$ cat src/rtl/seq_alu.sv
// Handshaked WIDTH-bit ALU with Z/N/V/C flags; shifts and multiply iterate one step per cycle.
// The first iteration step happens on the accept edge, so an n-step op completes n edges after accept.
module seq_alu #(
    parameter int WIDTH = 8,
    localparam int SHW = $clog2(WIDTH) + 1
) (
    input  logic             clk,
    input  logic             rst_n,
    input  logic             in_valid,
    output logic             in_ready,
    input  logic [WIDTH-1:0] A,
    input  logic [WIDTH-1:0] B,
    input  logic [3:0]       S,
    input  logic             Cin,
    output logic             out_valid,
    input  logic             out_ready,
    output logic [WIDTH-1:0] D,
    output logic [WIDTH-1:0] H,
    output logic             C,
    output logic             Z,
    output logic             N,
    output logic             V,
    output logic             ERR
);

    typedef enum logic [1:0] {IDLE, BUSY, DONE} state_t;

    localparam logic [3:0] OP_ADD = 4'h0;
    localparam logic [3:0] OP_SUB = 4'h1;
    localparam logic [3:0] OP_AND = 4'h2;
    localparam logic [3:0] OP_OR  = 4'h3;
    localparam logic [3:0] OP_SHL = 4'h4;
    localparam logic [3:0] OP_SHR = 4'h5;
    localparam logic [3:0] OP_XOR = 4'h6;
    localparam logic [3:0] OP_NOT = 4'h7;
    localparam logic [3:0] OP_ASR = 4'h8;
    localparam logic [3:0] OP_ROL = 4'h9;
    localparam logic [3:0] OP_MUL = 4'hA;

    localparam logic [SHW-1:0]   W_CNT = SHW'(WIDTH);
    localparam logic [WIDTH-1:0] W_VAL = WIDTH'(WIDTH);

    state_t           state;
    logic [3:0]       op_q;
    logic [WIDTH-1:0] lo_q, hi_q, mcand_q;
    logic [SHW-1:0]   cnt_q;

    logic             accept;
    logic [3:0]       cur_op;
    logic [WIDTH-1:0] src_lo, src_hi, src_m;
    logic [SHW-1:0]   src_cnt, shamt;
    logic [WIDTH-1:0] step_lo, step_hi;
    logic             step_c;
    logic [WIDTH:0]   sum_m, arith;
    logic             iterative, fin;
    logic [WIDTH-1:0] res_d, res_h;
    logic             res_c, res_v, res_err;

    // Handshake: valid/ready both sides; a transfer happens on any edge where both are high.
    assign in_ready  = rst_n & ((state == IDLE) | ((state == DONE) & out_ready));
    assign accept    = in_valid & in_ready;
    assign out_valid = (state == DONE);

    always_comb begin
        shamt = '0;
        if (S == OP_ROL)
            shamt = SHW'(B % W_VAL);
        else if (B >= W_VAL)
            shamt = W_CNT;
        else
            shamt = SHW'(B);
    end

    // On accept the step operates on the fresh operands, otherwise on the working registers.
    always_comb begin
        cur_op    = accept ? S : op_q;
        src_lo    = accept ? ((S == OP_MUL) ? B : A) : lo_q;
        src_hi    = accept ? '0 : hi_q;
        src_m     = accept ? A : mcand_q;
        src_cnt   = accept ? ((S == OP_MUL) ? W_CNT : shamt) : cnt_q;
        iterative = (cur_op inside {OP_SHL, OP_SHR, OP_ASR, OP_ROL, OP_MUL});
        sum_m     = {1'b0, src_hi} + (src_lo[0] ? {1'b0, src_m} : '0);

        step_lo = src_lo;
        step_hi = src_hi;
        step_c  = 1'b0;
        case (cur_op)
            OP_SHL: begin step_c = src_lo[WIDTH-1]; step_lo = {src_lo[WIDTH-2:0], 1'b0}; end
            OP_SHR: begin step_c = src_lo[0]; step_lo = {1'b0, src_lo[WIDTH-1:1]}; end
            OP_ASR: begin step_c = src_lo[0]; step_lo = {src_lo[WIDTH-1], src_lo[WIDTH-1:1]}; end
            OP_ROL: begin step_c = src_lo[WIDTH-1]; step_lo = {src_lo[WIDTH-2:0], src_lo[WIDTH-1]}; end
            OP_MUL: begin step_hi = sum_m[WIDTH:1]; step_lo = {sum_m[0], src_lo[WIDTH-1:1]}; end
            default: ;
        endcase

        fin     = 1'b1;
        arith   = '0;
        res_d   = '0;
        res_h   = '0;
        res_c   = 1'b0;
        res_v   = 1'b0;
        res_err = 1'b0;
        if (iterative && src_cnt != '0) begin
            fin   = (src_cnt == SHW'(1));
            res_d = step_lo;
            if (cur_op == OP_MUL) begin
                res_h = step_hi;
                res_c = |step_hi;
            end else begin
                res_c = step_c;
            end
        end else begin
            case (cur_op)
                OP_ADD: begin
                    arith = {1'b0, A} + {1'b0, B} + {{WIDTH{1'b0}}, Cin};
                    res_d = arith[WIDTH-1:0];
                    res_c = arith[WIDTH];
                    res_v = (A[WIDTH-1] == B[WIDTH-1]) && (res_d[WIDTH-1] != A[WIDTH-1]);
                end
                OP_SUB: begin
                    arith = {1'b0, A} - {1'b0, B} - {{WIDTH{1'b0}}, Cin};
                    res_d = arith[WIDTH-1:0];
                    res_c = arith[WIDTH];
                    res_v = (A[WIDTH-1] != B[WIDTH-1]) && (res_d[WIDTH-1] != A[WIDTH-1]);
                end
                OP_AND: res_d = A & B;
                OP_OR:  res_d = A | B;
                OP_XOR: res_d = A ^ B;
                OP_NOT: res_d = ~A;
                OP_SHL, OP_SHR, OP_ASR, OP_ROL: res_d = A;
                default: res_err = 1'b1;
            endcase
        end
    end

    always_ff @(posedge clk) begin
        if (!rst_n) begin
            state   <= IDLE;
            op_q    <= '0;
            lo_q    <= '0;
            hi_q    <= '0;
            mcand_q <= '0;
            cnt_q   <= '0;
            D       <= '0;
            H       <= '0;
            C       <= 1'b0;
            Z       <= 1'b0;
            N       <= 1'b0;
            V       <= 1'b0;
            ERR     <= 1'b0;
        end else if (accept || state == BUSY) begin
            op_q    <= cur_op;
            lo_q    <= step_lo;
            hi_q    <= step_hi;
            mcand_q <= src_m;
            cnt_q   <= src_cnt - SHW'(1);
            if (fin) begin
                state <= DONE;
                D     <= res_d;
                H     <= res_h;
                C     <= res_c;
                Z     <= (res_d == '0);
                N     <= res_d[WIDTH-1];
                V     <= res_v;
                ERR   <= res_err;
            end else begin
                state <= BUSY;
            end
        end else if (state == DONE && out_ready) begin
            state <= IDLE;
        end
    end

endmodule

$ cat config.mk
export PLATFORM = sky130hd
export DESIGN_NAME = seq_alu
export DESIGN_NICKNAME = d
export VERILOG_FILES = /design/src/rtl/seq_alu.sv
export SDC_FILE = /design/constraint.sdc
export NUM_CORES = 1
export LEC_CHECK = 0
export CORE_MARGIN = 5
export CORE_UTILIZATION = 59
export CTS_CLUSTER_SIZE = 25
export DETAILED_ROUTE_END_ITERATION = 8
export PLACE_DENSITY = 0.79
export SYNTH_ARGS = -nofsm -noshare
export SYNTH_HDL_FRONTEND = slang
export SYNTH_SLANG_ARGS = --single-unit
$ cat constraint.sdc
create_clock -name clk -period 5.8 [get_ports clk]
set_clock_uncertainty 0.1 [all_clocks]
set_input_delay 0.58 -clock clk [delete_from_list [all_inputs] [get_ports clk]]
set_output_delay 0.58 -clock clk [all_outputs]
set_load 0.05 [all_outputs]
## Yosys cells after proc, flatten, opt, wreduce, memory -nomap -nowiden

Cells that the tools add are included.

- Register bits: 55
- Input bits: 25
- Output and inout port bits: 23
- Logic and storage cells: 92

- Add/sub/neg operators: 6
- Order comparisons: 1
- Equal/unequal tests: 19
- Multiplexer cells: 28
- Bitwise gates (word level): 8
- Reduce and logical (&&, ||, !) cells: 17

Operators by type and width:

| operator | count |
|---|---|
| 8-bit two-way mux | 9 |
| 8-bit case mux with 7 select lines | 1 |
| 8-bit case mux with 5 select lines | 1 |
| 4-bit == test, second input constant | 5 |
| 4-bit two-way mux | 5 |
| 8-bit by 8-bit adder with 9-bit output | 2 |
| 4-bit by 3-bit == test with 1-bit output, second input constant | 4 |
| 10-bit OR reduction | 1 |
| 9-bit by 1-bit adder with 9-bit output | 1 |
| 8-bit by 8-bit subtractor with 9-bit output | 1 |
| 9-bit by 1-bit subtractor with 9-bit output | 1 |
| 8-bit AND | 1 |
| 4-bit by 1-bit == test with 1-bit output, second input constant | 2 |
| 4-bit by 2-bit == test with 1-bit output, second input constant | 2 |
| 8-bit by 4-bit >= comparator with 1-bit output, second input constant | 1 |
| 8-bit zero test | 1 |
| 8-bit inverter | 1 |
| 8-bit OR | 1 |
| 8-bit OR reduction | 1 |
| 8-bit XOR | 1 |
| 1-bit two-way mux | 6 |
| 2-bit two-way mux | 3 |
| 1-bit case mux with 2 select lines | 3 |
| 5-bit nonzero test | 1 |
| other kinds (16) | 24 |

## Logic depth before layout (Yosys ltp)

Gate-level depths: netlist of the first run.

- Word-level depth: 12
- Gate-level depth with buffers: 20
- Gate-level depth less buffers: 16

## Least setup slack after synthesis of the first run

Ideal clock, no wire load.

- Kind: input-to-reg
- Start: in rst_n
- End: reg C
- Library setup time: 132 ps
- Data arrival time: 4049 ps
- Required time: 5568 ps
- Path slack: 1519 ps
- Stages: 19
- Buffers on the path: 4
- Path through: buf_4 and2b_2 nand3_2 buf_4 buf_2 buf_2 nor2_1 a21oi_1 or2_2 inv_1 ha_1 a21o_1 a21oi_1 o21ai_0 a2111oi_0 nor3_1 mux2i_1 o31ai_1 a21oi_1

- Cells in the longest elaborated chain, start to end: 9
- Elaborated cells on any way between the ends: 31
- Classes of those cells: add/sub: 1; eq/ne: 7; mux: 12; bitwise: 2; reduce/logical: 9

RTL lines:

| element | RTL line | text |
|---|---|---|
| start, declared | 8 | `input logic rst_n,` |
| 1-bit AND | 60 | `assign in_ready = rst_n & ((state == IDLE) \| ((state == DONE) & out_ready));` |
| 1-bit AND | 61 | `assign accept = in_valid & in_ready;` |
| 8-bit two-way mux (on tied branches) | 79, 77 |  |
| 8-bit two-way mux | 82 | `sum_m = {1'b0, src_hi} + (src_lo[0] ? {1'b0, src_m} : '0);` |
| 8-bit by 8-bit adder with 9-bit output | 82 |  |
| 8-bit two-way mux | 87 | `case (cur_op)` |
| 8-bit OR reduction | 108 | `res_c = \|step_hi;` |
| 1-bit two-way mux | 106 | `if (cur_op == OP_MUL) begin` |
| 1-bit two-way mux | 103 | `if (iterative && src_cnt != '0) begin` |
| end signal, assigned | 161 | `C <= res_c;` |
| end, declared | 19 | `output logic C,` |

Parallel ways exist; a longest one is shown, timed or not.
A chain may end at the register's enable or synchronous reset.

## Worst setup path after layout of the first run

Ends and elaborated chain as after synthesis.

==> results of run 1 <==
==> metal layers <==
layer / vias to the layer above / track usage (%) / part of all wire [%]
met1: 2370 / 40.4 / 42
li1: 2381 / - / -
met5: - / 0 / 0
met3: 59 / 6.47 / 8.4
met4: 0 / 15.1 / 4.8
met2: 259 / 47.8 / 45
==> worst max-delay path: stages <==
cell and delay, ps:
clkdlybuf4s50_1 690, and2b_2 280, nand3_2 350, nor2_1 220, a21oi_1 60, buf_4 180
or2_2 320, inv_1 60, ha_1 210, a21o_1 170, a21oi_1 210, o21ai_0 140
a2111oi_0 410, nor3_1 170, mux2i_1 160, o31ai_1 260, a21oi_1 100
==> synthesized netlist by cell type, types with 11 or more instances <==
cell type  count
a21oi_1       39
a22oi_1       17
buf_2         13
clkbuf_1      14
dfxtp_1       54
ha_1          40
inv_1         47
mux2i_1       32
nand2_1       43
nand3_1       12
nor2_1        87
nor2b_1       11
nor3_1        23
o21ai_0       32
==> cell families (layout without fill, tap and decap cells) <==
logic type               Yosys count  count (layout)
flip-flops                        54              54
XOR/XNOR                          15              15
adder cells (fa/ha/maj)           45              45
multiplexers                      43              43
AND/OR/NAND/NOR                  230             230
buffers and inverters             82             110
AO/OA/AOI/OAI                    173             173
==> power breakdown <==
part | total [mW] | switching [mW] | internal [mW]
Clock | 0.214 | 0.130 | 0.0839
Combinational | 0.555 | 0.361 | 0.194
Sequential | 0.424 | 0.0220 | 0.402
Total | 1.19 | 0.512 | 0.680
==> state kept, by name, summed over array words and instances (netlist names) <==
register and count:
C 1, ERR 1, Z 1, op_q 4, V 1, state 2, D 8, lo_q 8
H 8, mcand_q 8, cnt_q 4, hi_q 8
==> per-stage QoR <==
step / power [mW] / hold slack [ps] / worst slack [ps]
after global placement: 0.961 / 343 / 1080
after CTS: 1.18 / 366 / 1310
after detailed placement: 0.970 / 352 / 973
after floorplan: 0.806 / 332 / 1520
final: 1.19 / 362 / 1280
after global routing: 1.25 / 389 / 890
==> worst paths after layout <==
check / startpoint / to / slack (ps) / depth (start not counted)
max: rst_n / C / 1280 / 17
min: H[4] / H[4] / 360 / 2
max reg2reg: state[0] / D[5] / 1840 / 11
min reg2reg: H[4] / H[4] / 360 / 2
==> layout make-up <==
| type | instances | area, µm² |
|---|---|---|
| timing repair buffer | 54 | 523 |
| fill | 701 | 2660 |
| multi-input combinational | 506 | 3510 |
| clock buffer | 5 | 68.8 |
| tap | 105 | 131 |
| sequential | 54 | 1080 |
| inverter | 49 | 184 |
| clock inverter | 2 | 13.8 |
==> impl_metrics.csv, run 1 <==
group,metric,value,unit
synth,netlist_area,4940,µm²
setup_path,critical_path_arrival,4600,ps
route,firstDrtPassIters,7,
sta,rsz0062_at_grt,"no",
cells_and_area,layout_commonest_cell,"nor2_1",
sta,fin_crit,4520,ps
sta,max_freq,221,MHz
sta,slew_viol_final,0,
synth,yosysWarnings,0,
power,cellLeakagePower,2.19,nW
synth,synthFlopType,"dfxtp_1",
clock_tree,cts.repair.resized,0,
route,drt_wl_total,15600,µm
synth,synth.avg_cell_area,7.69,µm²
synth,synthSimpleGateAreaFrac,22.8,%
synth,synth_cell_types,76,
clock_tree,clk_latency,320,ps
global_routing,grt_first_pass_wirelength,24900,µm
global_routing,grt_max_degree,43,
global_routing,grt_pass1_vias,4901,
synth,synth_seq_cells,54,
cells_and_area,drive_gt1_share,5.37,%
hold_path,hold_class,"register to register",
clock_tree,clockBufferDepth,2,
synth,synthMuxAreaShare,9.60,%
placed_design,placed_cells,768,
die,die-area,10300,µm²
clock_tree,cts_buffers,5,
clock_tree,htreeDepth,2,
die,die_x,101,µm
die,start_util,60.4,%
placed_design,place_area,5430,µm²
cells_and_area,fin_cells,775,
outcome,status,"completed",
clock_tree,ctsHoldBuffers,0,
synth,async_flop_share,0,%
setup_path,critical_path_required,5880,ps
cells_and_area,fin_util,67.4,%
power,vdd_drop_max,0.123,mV
route,route.vias.total,5069,
global_routing,overflow,0,
setup_path,worst_setup_path_end_kind,"register",
clock_tree,postCtsSetupRepairBufs,0,
setup_path,cp_max_fo,19,
sta,timing.final.crit_share,77.9,%
die,fp.dieH,101,µm
run,maxCapViolCount,0,
cells_and_area,design_area,5510,µm²
clock_tree,cts_sinks,54,
clock_tree,root_buffer,"clkbuf_8",
synth,yosysSeqAreaShare,21.9,%
die,core,8180,µm²
die,pin_count,48,
placed_design,place.gp.congestion,0.994,
synth,synth_fa_ha_area_share,12.2,%
die,rows,33,
synth,syn_inst,642,
cells_and_area,diodes,0,
synth,synth-compound-area-share,23.9,%
route,drcViolationCount,0,
route,drt_iter0_markers,557,
placed_design,place_hpwl,12300,µm
clock_tree,cts_tree,"yes",
synth,yosys.area.top_type,"dfxtp_1",
power,power-per-cell-area,216,nW/µm²
synth,synth-xor-area-share,2.66,%
cells_and_area,num-nets-final,740,
sta,tightest_slew,909,ps
synth,synth_top_area_share,21.9,%
global_routing,grt_use_total,30.7,%
cells_and_area,layout_common_cells,"nor2_1 (87), dfxtp_1 (54), inv_1 (47), clkdlybuf4s50_1 (47), nand2_1 (43)",
route,ant_nets,0,
setup_path,path_class,"primary input to register",
synth,synthesis.nets,712,
sta,timing.slew.headroom,37.7,%
synth,synth_area_leaders,"dfxtp_1 (22%), ha_1 (10%), nor2_1 (6.6%), mux2i_1 (6.5%), a21oi_1 (4.0%)",
sta,setup_violations,0,
synth,synth-edff-count,0,
clock_tree,clk_pin_slew,100,ps
synth,synth_top_family_by_area,"compound AO/OA/AOI/OAI gates",
route,avgViaCountPerCell,6.54,
global_routing,antenna_found_initial,0,
sta,setup_tns,0,ps
cells_and_area,areaGrowthSynthToFinish,11.6,%
placed_design,port_buffers,47,
sta,finalHoldViolations,0,
setup_path,crit_path_start_kind,"primary input",
route,routedWlPerCell,20.2,µm
Power figures use the tool's default switching activity.
==> run 2, diff against run 1 <==
- CORE_UTILIZATION: 59 -> 53
- PLACE_DENSITY: 0.79 -> 0.75
- clock period: 5.8 -> 3.6 ns (I/O delays scaled with it)
==> run 2 against run 1 <==
  * Wire length up 16%
  * Register-to-register slack worse by 1700 ps
  * Largest power group unchanged
  * Critical path type unchanged
  * Via count grew 12%
  * Worst hold slack got worse by 0.77 ps
  * Highest routed layer unchanged
  * Final cell count is 16% higher
  * Count of clock-buffer cells in the layout unchanged
  * Critical endpoint is now Z
  * Critical path depth down 7
  * Clock power is 110% higher
==> impl_metrics.csv, run 2 (same netlist as run 1, synthesis figures left out) <==
group,metric,value,unit
power,power-per-cell-area,343,nW/µm²
placed_design,port_buffers,47,
route,avgViaCountPerCell,6.28,
die,die_x,107,µm
cells_and_area,areaGrowthSynthToFinish,33.2,%
global_routing,antenna_found_initial,0,
route,drt_iter0_markers,480,
die,core,9150,µm²
clock_tree,root_buffer,"clkbuf_8",
setup_path,r2r_setup_slack,140,ps
setup_path,r2r_start,"state[0]",
route,routedWlPerCell,20.1,µm
outcome,status,"completed",
sta,timing.final.crit_share,96.2,%
die,start_util,53.9,%
run,maxCapViolCount,0,
die,die-area,11300,µm²
cells_and_area,diodes,0,
power,vdd_drop_max,0.187,mV
setup_path,path_class,"primary input to register",
setup_path,critical_path_arrival,3610,ps
setup_path,startpoint,"A[0]",
hold_path,hold_class,"register to register",
clock_tree,cts_sinks,54,
placed_design,placed_cells,893,
sta,setup_violations,0,
sta,slew_viol_final,0,
global_routing,grt_max_degree,31,
die,fp.dieH,107,µm
clock_tree,clk_pin_slew,110,ps
placed_design,place.gp.congestion,0.978,
cells_and_area,drive_gt1_share,22.3,%
clock_tree,htreeDepth,2,
clock_tree,cts_buffers,5,
global_routing,grt_first_pass_wirelength,28800,µm
power,cellLeakagePower,2.86,nW
sta,tightest_slew,724,ps
setup_path,worst_setup_path_end_kind,"register",
clock_tree,cts_tree,"yes",
global_routing,grt_pass1_vias,5503,
die,pin_count,48,
sta,setup_tns,0,ps
cells_and_area,fin_util,71.9,%
route,drt_wl_total,18100,µm
clock_tree,clockBufferDepth,2,
die,rows,35,
cells_and_area,layout_common_cells,"buf_4 (125), nor2_1 (85), dfxtp_1 (54)",
route,ant_nets,0,
setup_path,cp_max_fo,3,
cells_and_area,fin_cells,901,
placed_design,place_hpwl,14600,µm
route,firstDrtPassIters,5,
setup_path,crit_path_start_kind,"primary input",
hold_path,hold_path_startpoint,"H[0]",
sta,max_freq,289,MHz
cells_and_area,num-nets-final,859,
sta,timing.slew.headroom,50.3,%
route,drcViolationCount,0,
route,route.vias.total,5660,
setup_path,critical_path_required,3740,ps
global_routing,overflow,0,
sta,finalHoldViolations,0,
global_routing,grt_use_total,32.0,%
clock_tree,postCtsSetupRepairBufs,0,
cells_and_area,layout_commonest_cell,"buf_4",
clock_tree,clk_latency,320,ps
power,totalPowerFinal,2.26,mW
sta,fin_crit,3460,ps
run 2: cell count changes in the layout (fill, tap and decap cells not counted), sizes merged:
cell	before	now
bufinv	0	1
buf	7	126
clkinv	2	1
clkdlybuf4s50	47	41
dlymetal6s2s	0	6
clkinvlp	0	1
run 2: path summary, 6_finish.rpt:
check | to | cells past startpoint
worst max-delay path | Z | 10
worst min-delay path | H[0] | 2
worst min register to register | H[0] | 2
worst max register to register | C | 14
run 2: layout make-up:
cell class	count	area, µm²
inverters	49	184
multi-input cells	506	3620
flip-flops and latches	54	1080
clock inverters	3	48.8
clock buffers	5	68.8
well taps	111	139
fillers	735	2570
repair buffers	173	1440
run 2: layer usage:
metal	vias to the layer above	GRT usage [%]	share of wire [%]	wire [µm]
met5	-	0	0	0
met4	0	11.9	3.9	710
met3	53	5.59	7.9	1430
met2	270	49.7	45	8070
met1	2713	44.4	44	7900
li1	2624	-	-	-
run 2: report_power, final:
part | leakage [nW] | switching [mW] | internal (mW)
Sequential | 0.440 | 0.0364 | 0.647
Clock | 0.0563 | 0.227 | 0.212
Combinational | 2.36 | 0.655 | 0.480
run 2: per-stage QoR:
step / hold slack (ps) / setup slack, ps / instance area (µm²)
after detailed placement: 349 / -353 / 6350
after global routing: 396 / -43.8 / 6580
after global placement: 343 / -299 / 6350
after CTS: 365 / 4.51 / 6480
after floorplan: 332 / 4.79 / 4980
final: 361 / 137 / 6580
run 2: critical path, cell delays in order:
cell and delay, ps:
clkdlybuf4s50_1 500, fa_1 510, fa_1 440, buf_4 160, xnor2_1 170, and3_1 220, o31a_1 310, o31ai_1 540
nand4_1 180, o31ai_1 210
run 2: what timing repair did:
action,4_1_cts,5_1_grt
pin swaps,0,10
gates resized for setup,3,28
hold buffers,0,0
endpoints found under the hold margin,0,0
endpoints found under the setup margin,2,14
==> run 3, diff against run 2 <==
- CTS_CLUSTER_SIZE: 25 -> unset
==> results of run 3 <==
No change in the layout: final DEF, timing and power equal those of run 2.
